**src/rtl/add_sequencer_pkg.sv**
```systemverilog
// Shared definitions for the byte-serial adder sequencer: slice geometry,
// FSM state encoding and the signed-overflow helper.
package alu_seq_pkg;

    localparam int SLICE_W    = 8;
    localparam int NUM_SLICES = 4;
    localparam int DATA_W     = SLICE_W * NUM_SLICES;

    typedef enum logic [1:0] {
        IDLE = 2'd0,
        RUN  = 2'd1,
        DONE = 2'd2
    } seq_state_t;

    // Two's-complement overflow: operands agree in sign, result does not.
    function automatic logic calc_ovf(input logic a_msb, input logic b_msb, input logic s_msb);
        return (a_msb == b_msb) && (s_msb != a_msb);
    endfunction

endpackage

```
**src/rtl/add_sequencer_if.sv**
```systemverilog
// Request/response bundle of the adder sequencer. The op signal exists only
// when ADD_SEQUENCER_SUB_EN is defined.
interface add_sequencer_if;
    import alu_seq_pkg::*;

    logic              in_valid;
    logic              in_ready;
    logic [DATA_W-1:0] a;
    logic [DATA_W-1:0] b;
    logic              c_in;
`ifdef ADD_SEQUENCER_SUB_EN
    logic              op;
`endif
    logic              out_valid;
    logic              out_ready;
    logic [DATA_W-1:0] sum;
    logic              c_out;
    logic              ovf;

    modport slave (
        input  in_valid, a, b, c_in,
`ifdef ADD_SEQUENCER_SUB_EN
        input  op,
`endif
        input  out_ready,
        output in_ready, out_valid, sum, c_out, ovf
    );

    modport master (
        output in_valid, a, b, c_in,
`ifdef ADD_SEQUENCER_SUB_EN
        output op,
`endif
        output out_ready,
        input  in_ready, out_valid, sum, c_out, ovf
    );

endinterface

```
**src/rtl/add_sequencer_cla_slice8.sv**
```systemverilog
// 8-bit carry-lookahead adder slice. Every internal carry is formed directly
// from the generate/propagate terms and the slice carry-in, so there is no
// bit-to-bit ripple inside the slice.
module cla_slice8
    import alu_seq_pkg::*;
(
    input  logic [SLICE_W-1:0] x,
    input  logic [SLICE_W-1:0] y,
    input  logic               c_in,
    output logic [SLICE_W-1:0] s,
    output logic               c_out
);

    logic [SLICE_W-1:0] p;
    logic [SLICE_W-1:0] g;
    logic [SLICE_W:0]   c;

    // Sum-of-products lookahead: c[i+1] = g[i] | p[i]g[i-1] | ... | p[i..0]c_in.
    always_comb begin
        logic acc;
        logic prod;
        acc  = 1'b0;
        prod = 1'b0;
        p    = x ^ y;
        g    = x & y;
        c    = '0;
        c[0] = c_in;
        for (int i = 0; i < SLICE_W; i++) begin
            acc = 1'b0;
            for (int j = 0; j <= i; j++) begin
                prod = g[j];
                for (int k = j + 1; k <= i; k++) begin
                    prod = prod & p[k];
                end
                acc = acc | prod;
            end
            prod = c_in;
            for (int k = 0; k <= i; k++) begin
                prod = prod & p[k];
            end
            c[i+1] = acc | prod;
        end
        s     = p ^ c[SLICE_W-1:0];
        c_out = c[SLICE_W];
    end

endmodule

```
**src/rtl/add_sequencer.sv**
```systemverilog
// Byte-serial 32-bit adder: one 8-bit lookahead slice reused over four
// cycles, least significant byte first. Optional subtract mode is enabled
// by defining ADD_SEQUENCER_SUB_EN (adds the op input; op=1 computes a-b).
//
//   state | meaning
//   IDLE  | ready for a request, in_ready high
//   RUN   | one byte per edge, slice_idx selects the byte
//   DONE  | result held with out_valid high until out_ready
module add_sequencer
    import alu_seq_pkg::*;
(
    input  logic           clock,
    input  logic           reset_n,
    add_sequencer_if.slave bus
);

    seq_state_t        state;
    logic [1:0]        slice_idx;
    logic              carry_r;
    logic [DATA_W-1:0] a_r;
    logic [DATA_W-1:0] b_r;
    logic [DATA_W-1:0] sum_r;
    logic              c_out_r;
    logic              ovf_r;
`ifdef ADD_SEQUENCER_SUB_EN
    logic              op_r;
`endif

    logic [DATA_W-1:0]  b_eff;
    logic               carry_start;
    logic [SLICE_W-1:0] x_byte;
    logic [SLICE_W-1:0] y_byte;
    logic [SLICE_W-1:0] s_byte;
    logic               slice_cout;
    logic               last_slice;

    // Effective second operand and the carry seeded into byte 0.
    always_comb begin
`ifdef ADD_SEQUENCER_SUB_EN
        b_eff       = op_r ? ~b_r : b_r;
        carry_start = bus.op ? 1'b1 : bus.c_in;
`else
        b_eff       = b_r;
        carry_start = bus.c_in;
`endif
    end

    // Operand byte selection for the shared slice.
    always_comb begin
        x_byte     = a_r[{slice_idx, 3'b000} +: SLICE_W];
        y_byte     = b_eff[{slice_idx, 3'b000} +: SLICE_W];
        last_slice = (slice_idx == 2'(NUM_SLICES - 1));
    end

    cla_slice8 u_slice (
        .x     (x_byte),
        .y     (y_byte),
        .c_in  (carry_r),
        .s     (s_byte),
        .c_out (slice_cout)
    );

    // Sequencer FSM: accept, step through the bytes, hold the result.
    always_ff @(posedge clock or negedge reset_n) begin
        if (!reset_n) begin
            state     <= IDLE;
            slice_idx <= 2'd0;
            carry_r   <= 1'b0;
            a_r       <= '0;
            b_r       <= '0;
            sum_r     <= '0;
            c_out_r   <= 1'b0;
            ovf_r     <= 1'b0;
`ifdef ADD_SEQUENCER_SUB_EN
            op_r      <= 1'b0;
`endif
        end else begin
            case (state)
                IDLE: begin
                    if (bus.in_valid) begin
                        a_r       <= bus.a;
                        b_r       <= bus.b;
                        carry_r   <= carry_start;
`ifdef ADD_SEQUENCER_SUB_EN
                        op_r      <= bus.op;
`endif
                        slice_idx <= 2'd0;
                        state     <= RUN;
                    end
                end
                RUN: begin
                    sum_r[{slice_idx, 3'b000} +: SLICE_W] <= s_byte;
                    carry_r <= slice_cout;
                    if (last_slice) begin
                        c_out_r   <= slice_cout;
                        ovf_r     <= calc_ovf(a_r[DATA_W-1], b_eff[DATA_W-1], s_byte[SLICE_W-1]);
                        slice_idx <= 2'd0;
                        state     <= DONE;
                    end else begin
                        slice_idx <= slice_idx + 2'd1;
                    end
                end
                DONE: begin
                    if (bus.out_ready) begin
                        state <= IDLE;
                    end
                end
                default: state <= IDLE;
            endcase
        end
    end

    assign bus.in_ready  = (state == IDLE);
    assign bus.out_valid = (state == DONE);
    assign bus.sum       = sum_r;
    assign bus.c_out     = c_out_r;
    assign bus.ovf       = ovf_r;

endmodule

```
**src/flat_wrapper.sv**
```systemverilog
// flat-port wrapper written by rule: the top's interface ports become plain ports
module add_sequencer_flat import alu_seq_pkg::*;
  (clock, reset_n, bus_in_valid, bus_a, bus_b, bus_c_in, bus_out_ready, bus_in_ready, bus_out_valid, bus_sum, bus_c_out, bus_ovf);
  add_sequencer_if bus_i ();
  input  logic clock;
  input  logic reset_n;
  input wire logic [$bits(bus_i.in_valid)-1:0] bus_in_valid;
  input wire logic [$bits(bus_i.a)-1:0] bus_a;
  input wire logic [$bits(bus_i.b)-1:0] bus_b;
  input wire logic [$bits(bus_i.c_in)-1:0] bus_c_in;
  input wire logic [$bits(bus_i.out_ready)-1:0] bus_out_ready;
  output wire logic [$bits(bus_i.in_ready)-1:0] bus_in_ready;
  output wire logic [$bits(bus_i.out_valid)-1:0] bus_out_valid;
  output wire logic [$bits(bus_i.sum)-1:0] bus_sum;
  output wire logic [$bits(bus_i.c_out)-1:0] bus_c_out;
  output wire logic [$bits(bus_i.ovf)-1:0] bus_ovf;
  assign bus_i.in_valid = bus_in_valid;
  assign bus_i.a = bus_a;
  assign bus_i.b = bus_b;
  assign bus_i.c_in = bus_c_in;
  assign bus_i.out_ready = bus_out_ready;
  assign bus_in_ready = bus_i.in_ready;
  assign bus_out_valid = bus_i.out_valid;
  assign bus_sum = bus_i.sum;
  assign bus_c_out = bus_i.c_out;
  assign bus_ovf = bus_i.ovf;
  add_sequencer u_core (.clock(clock), .reset_n(reset_n), .bus(bus_i));
endmodule
```
**config.mk**
```make
export PLATFORM = sky130hd
export DESIGN_NAME = add_sequencer_flat
export DESIGN_NICKNAME = d
export VERILOG_FILES = /design/src/rtl/add_sequencer_pkg.sv /design/src/rtl/add_sequencer_if.sv /design/src/rtl/add_sequencer_cla_slice8.sv /design/src/rtl/add_sequencer.sv /design/src/flat_wrapper.sv
export SDC_FILE = /design/constraint.sdc
export NUM_CORES = 1
export LEC_CHECK = 0
export ABC_AREA = 1
export BUFFER_PORTS_ARGS = -buffer_cell sky130_fd_sc_hd__clkbuf_2
export CORE_MARGIN = 1.5
export CORE_UTILIZATION = 55
export DETAILED_ROUTE_END_ITERATION = 10
export PLACE_DENSITY = 0.79
export SLEW_MARGIN = 20
export SYNTH_ARGS = -nofsm -noshare
export SYNTH_HDL_FRONTEND = slang
export SYNTH_SLANG_ARGS = --single-unit
export TNS_END_PERCENT = 10
```
**constraint.sdc**
```tcl
create_clock -name clock -period 3.8 [get_ports clock]
set_input_delay 0 -clock clock [delete_from_list [all_inputs] [get_ports clock]]
set_output_delay 0 -clock clock [all_outputs]
set_load 0.01 [all_outputs]
```
==> results.py, run 1 <==
metrics = {
    "logic_synthesis": {
        "syn_area_mm2": 0.00499,
        "synth_top_area_cell": "dfrtp_1",
        "ys_ff_latch": 103,
        "ys_seq_area_frac": 0.516,
        "yosysMostFrequentCell": "nand2_1",
        "async_flop_share": 1.00,
        "synth_area_leaders": "dfrtp_1 (52%), nand2_1 (18%), o21ai_0 (5.8%), ha_1 (3.8%), nor2_1 (3.6%)",
        "postSynthAreaPerCell_um2": 8.20,
        "synth_edf_count": 0,
        "synth_top_area_frac": 0.516,
        "synth-main-ff-cell": "dfrtp_1",
        "syn_inst": 609,
        "ys.warnings.count": 0,
        "synth_commonest_cells": "nand2_1 (235), dfrtp_1 (103), o21ai_0 (58)",
        "synthDistinctLibCells": 32,
        "syn_nets": 694,
    },
    "critical_path": {
        "cp_common_cell": "nand2_2",
        "max_stage_delay_ps": 410,
        "crit-reg2reg-launch": "u_core.slice_idx[1]",
        "worstPathMaxFanout": 19,
        "reg2reg_slack_ps": 940,
        "critical_path_arrival_ps": 3160,
        "cp.required_ps": 4090,
        "critPathKind": "flip-flop to flip-flop",
        "cp-start-kind": "flip-flop",
        "r2r-end": "u_core.bus.sum[12]",
        "worstPathCellList": "inv_1 -> o21ai_0 -> o22ai_1 -> ha_1 -> ha_1 -> nand2_1 -> nand2_2 -> nand2_2 -> nand2_2 -> nand2_2 -> nand2_2 -> xor2_1 -> inv_1 -> nor2_2 -> nand2_1 -> o21ai_1",
        "cp_slowest_cell": "inv_1",
        "worstRegToRegCells": 16,
        "cp-end-kind": "flip-flop",
    },
    "floorplan": {
        "coreArea_mm2": 0.00876,
        "num_io_pins": 105,
        "chipWidth_um": 98.3,
        "initial_core_util": 0.570,
        "die_height_um": 98.3,
        "rows": 34,
        "design.die.area_mm2": 0.00966,
    },
    "hold_path": {
        "min_from": "bus_in_valid",
        "hp-class": "primary input to flip-flop",
        "hold_depth": 4,
        "whs_endpoint": "u_core.state[0]",
    },
    "routing": {
        "antenna_left": 0,
        "via_count": 4748,
        "remaining_drc_errors": 0,
        "routed_wirelength_um": 13200,
        "first_pass_iters": 5,
        "vias_per_cell": 5.39,
        "wire_per_inst_um": 15.0,
        "drtIter0Drc": 260,
    },
    "power_and_ir_drop": {
        "vdd_drop_max_mv": 0.448,
        "sequentialPowerShare": 0.320,
        "power_density_mw_per_mm2": 922,
        "p_leak_uw": 0.00340,
        "p_comb_frac": 0.574,
        "switching_share": 0.497,
        "pwr-share-clk": 0.106,
        "p_switching_uw": 2930,
        "intPower_uw": 2970,
        "power_uw": 5900,
    },
    "timing": {
        "maxSlewViolCount": 0,
        "tightest_slew_ps": 966,
        "setup_viol": 0,
        "fin_tns_setup_ps": 0,
        "rsz0062_at_grt": "no",
        "post-route-min-period_ps": 2860,
        "clock_skew_ps": 10.3,
        "hold_viol_final": 0,
        "slew-limit-headroom": 0.355,
        "timing.fmax_mhz": 349,
        "min_period_over_period": 0.754,
    },
    "placement": {
        "gp_congestion": 0.862,
        "post_dp_cell_area_mm2": 0.00556,
        "dp_hpwl_um": 8560,
        "dpl.cell_count": 798,
        "port_buffers": 104,
    },
    "clock_tree": {
        "cts.clk_slew.worst_paths_ps": 100,
        "numCtsBuffers": 9,
        "htreeDepth": 3,
        "clk_latency_ps": 370,
        "cts_root_buf": "clkbuf_8",
        "cts_tree": "done",
        "cts.sinks": 103,
        "clockBufferDepth": 2,
    },
    "global_routing": {
        "grt_pass1_wl_um": 21800,
        "antenna_found_initial": 0,
        "grt_max_degree": 73,
        "overflow": 0,
        "grt_pass1_vias": 4614,
        "grt_use_total": 0.281,
    },
    "finish": {
        "final_util": 0.730,
        "fin_area_mm2": 0.00640,
        "diodes": 0,
        "drive_gt1_frac": 0.199,
        "instances_no_fill": 881,
        "num-nets-final": 853,
        "area.growth.synth_to_final_pct": 28.2,
    },
    "status": {
        "status": "complete, no violations",
    },
    "flow_run": {
        "max_cap_violations": 0,
    },
}
==> registers in the layout (all words and copies together) (netlist names) <==
signal	flops
u_core.b_eff	32
u_core.bus.c_out	1
u_core.state	2
u_core.a_r	32
u_core.slice_idx	2
u_core.bus.ovf	1
u_core.bus.sum	32
u_core.carry_r	1
==> timing repair <==
item	in CTS	in global routing
gates resized for setup	0	0
setup endpoints to repair	0	0
setup buffers	0	0
hold buffers	67	0
endpoints found under the hold margin	137	0
==> per-layer routing <==
| layer | wire [um] | up-vias | track usage |
|---|---|---|---|
| met5 | 0 | - | 0 |
| met2 | 6570 | 179 | 0.479 |
| met4 | 385 | 0 | 0.111 |
| li1 | - | 2278 | - |
| met3 | 676 | 36 | 0.0422 |
| met1 | 5550 | 2255 | 0.363 |
==> layout by cell type (no fill, tap or decap), types with 2 or more instances in the layout <==
cell type        n
o22ai_1         16
a22o_1           5
dlygate4sd3_1   67
clkinv_2         3
nand4_1          8
inv_6            2
nand3_1         14
nor2_4           2
o21ai_2          2
inv_2            4
dfrtp_1        103
xnor2_1          2
clkbuf_8         9
ha_1            15
clkbuf_2       103
nand2_1        235
nor2_1          48
nand2_2         13
o21ai_1         13
inv_1           29
clkinvlp_4       2
nand3_2          3
o21ai_0         58
buf_4            6
==> cell families after synthesis <==
kind of cell / after synthesis / synth area share
adder cells (fa/ha/maj): 16 / 0.0416
AND/OR/NAND/NOR: 328 / 0.276
flip-flops: 103 / 0.516
XOR/XNOR: 3 / 0.00527
AO/OA/AOI/OAI: 98 / 0.111
buffers and inverters: 61 / 0.0506
==> critical path: cells and delay by family (launching register included) <==
family	cells	cell delay [ps]
buf+inv	2	500
fa+ha+maj	2	500
flops	1	390
simple gates	8	630
compound gates	3	620
xor+xnor	1	150
==> final cells by class <==
class                   count  area (um^2)
repair buffers            176         1230
fillers                   654         2360
clock inverters             7         47.5
well taps                 108          135
multi-input cells         445         2160
inverters                  33          124
flip-flops and latches    103         2580
clock buffers               9          124
==> through the flow <==
stage,hold slack [ps],setup WS (ps)
after global placement,175,1140
after floorplan,-296,1070
after CTS,240,995
after detailed placement,182,1020
final,234,937
after global routing,273,651
==> how the worst max path moves through the flow <==
stage                              from                 end  slack (ps)  cells past startpoint
CTS                 u_core.slice_idx[1]  u_core.bus.sum[29]         990                     18
global route        u_core.slice_idx[1]  u_core.bus.sum[12]         650                     16
floorplan           u_core.slice_idx[0]  u_core.bus.sum[21]        1070                     18
finish              u_core.slice_idx[1]  u_core.bus.sum[12]         940                     16
detailed placement  u_core.slice_idx[1]  u_core.bus.sum[29]        1020                     18
global placement    u_core.slice_idx[0]  u_core.bus.sum[30]        1140                     17
==> power by group through the flow <==
stage	Sequential [uW]	Combinational [uW]	Clock, uW
6_report	1890	3390	624
3_3_place_gp	1880	3190	0
2_1_floorplan	1850	2460	0
4_1_cts	1880	3350	634
5_1_grt	1920	3790	670
3_5_place_dp	1890	3280	0
Note: power is estimated with default switching activity, not from simulation.
==> inputs of run 2 (changes only) <==
==> constraint.sdc (replaced) <==
create_clock -name clock -period 3 [get_ports clock]
set_input_delay 0 -clock clock [delete_from_list [all_inputs] [get_ports clock]]
set_output_delay 0 -clock clock [all_outputs]
set_load 0.01 [all_outputs]
==> results.py, run 2 (synthesis results as in run 1) <==
metrics = {
    "timing": {
        "maxSlewViolCount": 0,
        "whs_ps": 233,
        "hold_viol_final": 0,
        "slew-limit-headroom": 0.460,
        "rsz0062_at_grt": "no",
        "fin_tns_setup_ps": 0,
        "min_period_over_period": 0.920,
        "setup_viol": 0,
        "clock_skew_ps": 14.1,
        "tightest_slew_ps": 810,
        "post-route-min-period_ps": 2760,
        "timing.fmax_mhz": 362,
        "setup_ws_ps": 241,
    },
    "global_routing": {
        "grt_use_total": 0.290,
        "overflow": 0,
        "grt_pass1_wl_um": 22400,
        "use_met2": 0.493,
        "grtUsageMet1": 0.371,
        "grt-busiest-layer": "met2",
        "antenna_found_initial": 0,
        "grt_pass1_vias": 4814,
        "grt_max_degree": 92,
        "met3_usage": 0.0401,
    },
    "clock_tree": {
        "htreeDepth": 3,
        "postCtsHoldBufs": 67,
        "numCtsBuffers": 9,
        "clk_latency_ps": 370,
        "ctsResizeCount": 0,
        "post_cts.repair.setup_buffers": 0,
        "cts.sinks": 103,
        "cts_root_buf": "clkbuf_8",
        "cts_tree": "done",
        "clockBufferDepth": 2,
        "cts.clk_slew.worst_paths_ps": 100,
    },
    "finish": {
        "area.growth.synth_to_final_pct": 29.6,
        "drive_gt1_frac": 0.202,
        "final_cell_mix": "nand2_1 (235), clkbuf_2 (103), dfrtp_1 (103)",
        "regArea_mm2": 0.00258,
        "num-nets-final": 857,
        "final_util": 0.738,
        "fin_area_mm2": 0.00647,
        "diodes": 0,
        "multi_input_area_mm2": 0.00216,
        "layout_commonest_cell": "nand2_1",
        "fillers": 624,
    },
    "placement": {
        "dp_hpwl_um": 8450,
        "gp_congestion": 0.821,
        "post_dp_cell_area_mm2": 0.00561,
        "port_buffers": 104,
        "pre_cts_ws_ps": 314,
    },
    "routing": {
        "routed_wirelength_um": 13300,
        "wire_per_inst_um": 15.0,
        "remaining_drc_errors": 0,
        "first_pass_iters": 5,
        "via_count": 4739,
        "drtIter0Drc": 255,
        "vias_per_cell": 5.35,
        "antenna_left": 0,
    },
    "critical_path": {
        "critPathKind": "flip-flop to flip-flop",
        "cp-start-kind": "flip-flop",
        "reg2reg_slack_ps": 240,
        "crit-reg2reg-launch": "u_core.slice_idx[0]",
        "cp-end-kind": "flip-flop",
        "worstRegToRegCells": 19,
        "cp.required_ps": 3300,
        "worstPathMaxFanout": 32,
        "r2r-end": "u_core.bus.sum[29]",
        "critical_path_arrival_ps": 3060,
    },
    "flow_run": {
        "max_cap_violations": 0,
    },
    "floorplan": {
        "die_height_um": 98.3,
        "num_io_pins": 105,
        "initial_core_util": 0.570,
        "coreArea_mm2": 0.00876,
        "design.die.area_mm2": 0.00966,
        "chipWidth_um": 98.3,
        "rows": 34,
    },
    "power_and_ir_drop": {
        "p_leak_uw": 0.00343,
        "power_density_mw_per_mm2": 1160,
        "vdd_drop_max_mv": 0.490,
    },
    "hold_path": {
        "whs_endpoint": "u_core.b_eff[16]",
        "hp-class": "primary input to flip-flop",
        "hold_depth": 5,
        "min_from": "bus_in_valid",
    },
    "status": {
        "status": "complete, no violations",
    },
}
## run 2: cell types whose count changed in the layout (fill, tap and decap cells not counted)
cell      before  now
clkbuf_8       9   10
clkinv_2       3    0
buf_6          0    1
buf_12         0    2
clkinv_4       0    1
buf_4          6    7
clkbuf_1       0    1
## run 2: worst max path at each step
stage / start / to / cells past startpoint
final: u_core.slice_idx[0] / u_core.bus.sum[29] / 19
after global routing: u_core.slice_idx[0] / u_core.bus.sum[29] / 19
after floorplan: u_core.slice_idx[0] / u_core.bus.sum[21] / 18
after global placement: u_core.slice_idx[0] / u_core.bus.sum[13] / 19
after CTS: u_core.slice_idx[0] / u_core.bus.sum[29] / 19
after detailed placement: u_core.slice_idx[0] / u_core.bus.sum[29] / 19
## run 2: critical path, stage by stage (launching register included)
cell and delay [ps]:
dfrtp_1 430, inv_1 190, buf_12 210, o21ai_0 90
o22ai_1 280, ha_1 300, ha_1 200, nand2_1 90
nand2_2 80, nand2_2 80, nand2_2 50, nand2_2 60
nand2_2 60, nand2_2 70, nand2_2 60, nand2_2 80
nand2_2 70, nor2_4 90, nand2_2 70, o21ai_2 110
## run 2: where the power goes
group          total (uW)  switching [uW]  internal (uW)
clock                 819             486            333
sequential           2380             392           1990
combinational        4330            2820           1520
total                7530            3690           3840
## run 2: per-layer routing
layer | routed length, um | up-vias
li1 | - | 2293
met1 | 5690 | 2199
met2 | 6400 | 205
met3 | 739 | 42
met4 | 429 | 0
met5 | 0 | -
## run 2: area by class of cell
cell class                      instances  area share
Tap cell                              108      0.0209
Sequential cell                       103       0.398
Inverter                               33      0.0191
Timing Repair Buffer                  180       0.199
Multi-Input combinational cell        445       0.334
Clock buffer                           11      0.0219
Clock inverter                          5     0.00638
## run 2: per-stage QoR
stage	std cells	total power, uW
after CTS	885	7480
after global placement	802	6440
after detailed placement	802	6570
final	885	7530
after global routing	885	8190
after floorplan	609	5460
==> inputs of run 3 (changes only) <==
--- a/config.mk
+++ b/config.mk
@@ -14,5 +14,6 @@
 export SLEW_MARGIN = 20
 export SYNTH_ARGS = -nofsm -noshare
 export SYNTH_HDL_FRONTEND = slang
+export SYNTH_HIERARCHICAL = 1
 export SYNTH_SLANG_ARGS = --single-unit
 export TNS_END_PERCENT = 10
==> results.py, run 3 <==
metrics = {
    "critical_path": {
        "crit-reg2reg-launch": "u_core/slice_idx[0]",
        "reg2reg_slack_ps": 230,
        "cp-end-kind": "flip-flop",
        "worstRegToRegCells": 18,
        "critical_path_arrival_ps": 3060,
        "critPathKind": "flip-flop to flip-flop",
        "r2r-end": "u_core/bus.sum[30]",
        "cp.required_ps": 3290,
        "cp-start-kind": "flip-flop",
        "worstPathMaxFanout": 29,
    },
    "power_and_ir_drop": {
        "p_switching_uw": 3930,
        "vdd_drop_max_mv": 0.530,
        "pwr-share-clk": 0.112,
        "sequentialPowerShare": 0.298,
        "switching_share": 0.498,
        "power_density_mw_per_mm2": 1160,
        "p_comb_frac": 0.590,
        "power_uw": 7900,
        "intPower_uw": 3970,
        "p_leak_uw": 0.00372,
    },
    "timing": {
        "setup_viol": 0,
        "fin_tns_setup_ps": 0,
        "post-route-min-period_ps": 2770,
        "whs_ps": 215,
        "tightest_slew_ps": 782,
        "timing.fmax_mhz": 361,
        "min_period_over_period": 0.922,
        "clock_skew_ps": 15.9,
        "maxSlewViolCount": 0,
        "hold_viol_final": 0,
        "slew-limit-headroom": 0.478,
        "setup_ws_ps": 233,
        "rsz0062_at_grt": "no",
    },
    "floorplan": {
        "initial_core_util": 0.574,
        "design.die.area_mm2": 0.0103,
        "num_io_pins": 105,
        "rows": 35,
        "die_height_um": 102,
        "coreArea_mm2": 0.00933,
        "chipWidth_um": 102,
    },
    "global_routing": {
        "antenna_found_initial": 0,
        "grt_pass1_wl_um": 22500,
        "grt_pass1_vias": 4818,
        "grt_max_degree": 104,
        "grt_use_total": 0.282,
        "overflow": 0,
    },
    "routing": {
        "antenna_left": 0,
        "wire_per_inst_um": 14.5,
        "remaining_drc_errors": 0,
        "first_pass_iters": 5,
        "vias_per_cell": 5.23,
        "via_count": 5024,
        "routed_wirelength_um": 13900,
        "drtIter0Drc": 302,
    },
    "logic_synthesis": {
        "synthDistinctLibCells": 31,
        "async_flop_share": 1.00,
        "synth_top_area_cell": "dfrtp_1",
        "synth_top_area_frac": 0.481,
        "ys_ff_latch": 103,
        "synth_commonest_cells": "nand2_1 (264), dfrtp_1 (103), nand3_1 (69)",
        "ys.warnings.count": 6,
        "postSynthAreaPerCell_um2": 7.94,
        "syn_nets": 759,
        "ys_seq_area_frac": 0.481,
        "syn_inst": 675,
        "synth-main-ff-cell": "dfrtp_1",
        "synth_area_leaders": "dfrtp_1 (48%), nand2_1 (19%), nand3_1 (6.4%), nor2_1 (3.4%), ha_1 (3.3%)",
        "synth_edf_count": 0,
        "syn_area_mm2": 0.00536,
        "yosysMostFrequentCell": "nand2_1",
    },
    "clock_tree": {
        "cts_tree": "done",
        "cts_root_buf": "clkbuf_8",
        "clk_latency_ps": 360,
        "clockBufferDepth": 2,
        "cts.sinks": 103,
        "post_cts.repair.setup_buffers": 0,
        "numCtsBuffers": 9,
        "cts.clk_slew.worst_paths_ps": 100,
        "htreeDepth": 3,
    },
    "finish": {
        "fin_area_mm2": 0.00678,
        "area.growth.synth_to_final_pct": 26.7,
        "fillers": 730,
        "final_cell_mix": "nand2_1 (264), clkbuf_2 (103), dfrtp_1 (103)",
        "drive_gt1_frac": 0.177,
        "num-nets-final": 910,
        "layout_commonest_cell": "nand2_1",
    },
    "status": {
        "status": "complete, no violations",
    },
    "placement": {
        "post_dp_cell_area_mm2": 0.00589,
        "pre_cts_ws_ps": 165,
        "dp_hpwl_um": 9180,
        "gp_congestion": 0.910,
        "port_buffers": 104,
    },
    "hold_path": {
        "hp-class": "primary input to asynchronous set/reset pin",
    },
    "flow_run": {
        "max_cap_violations": 0,
    },
}
[run 3: cells by family after synthesis]
family,share of synthesized area
compound gates,0.0682
flops,0.481
buf+inv,0.0785
xor+xnor,0.00981
fa+ha+maj,0.0364
simple gates,0.326
[run 3: layout make-up]
type | instances | area (um^2) | area share
clock inverters | 5 | 65.1 | 0.00959
well taps | 129 | 161 | 0.0238
clock buffers | 11 | 131 | 0.0194
repair buffers | 178 | 1280 | 0.189
inverters | 49 | 186 | 0.0275
flip-flops and latches | 103 | 2580 | 0.380
diodes | 1 | 2.50 | 0.000369
multi-input cells | 485 | 2380 | 0.350
[run 3: power by group through the flow]
stage                     Combinational, uW  Sequential, uW  Clock, uW
after floorplan                        3460            2330          0
after global placement                 4340            2350          0
after detailed placement               4460            2370          0
after CTS                              4540            2350        890
after global routing                   5220            2420        945
final                                  4660            2360        883
[run 3: worst max-delay path by stage]
stage                                   start  depth (start not counted)            endpoint
after floorplan           u_core/slice_idx[0]                         18  u_core/bus.sum[14]
after global placement    u_core/slice_idx[0]                         16  u_core/bus.sum[12]
after detailed placement  u_core/slice_idx[0]                         16  u_core/bus.sum[28]
after CTS                 u_core/slice_idx[0]                         16  u_core/bus.sum[28]
after global routing      u_core/slice_idx[0]                         18  u_core/bus.sum[14]
final                     u_core/slice_idx[0]                         18  u_core/bus.sum[30]
[run 3: repair_timing]
action / in CTS / in global routing
endpoints found under the setup margin: 0 / 7
resized for setup: 0 / 6
hold endpoints to repair: 169 / 0
hold buffers: 67 / 0
[run 3: per-stage QoR]
step                utilization  std cells
floorplan                     -        675
global placement          0.632        877
detailed placement        0.632        877
CTS                       0.725        960
global route              0.727        960
finish                    0.727        961
[run 3: worst max-delay path: stages (launching register included)]
cell and delay (ps):
dfrtp_1 410, inv_4 170, buf_12 190, nand2_1 70
o211ai_1 80, nand2_1 120, ha_1 300, ha_1 140
nand2_1 90, inv_1 70, nand4_1 80, nor2_1 160
inv_1 70, nand3_2 80, xor2_1 200, inv_1 110
nor3_2 210, nand2_1 80, nand2_1 60
[run 3: metal layers]
layer | GRT usage | up-vias | wire length, um
li1 | - | 2438 | -
met3 | 0.0304 | 17 | 668
met4 | 0.0908 | 0 | 218
met5 | 0 | - | 0
met2 | 0.520 | 181 | 7340
met1 | 0.344 | 2388 | 5670
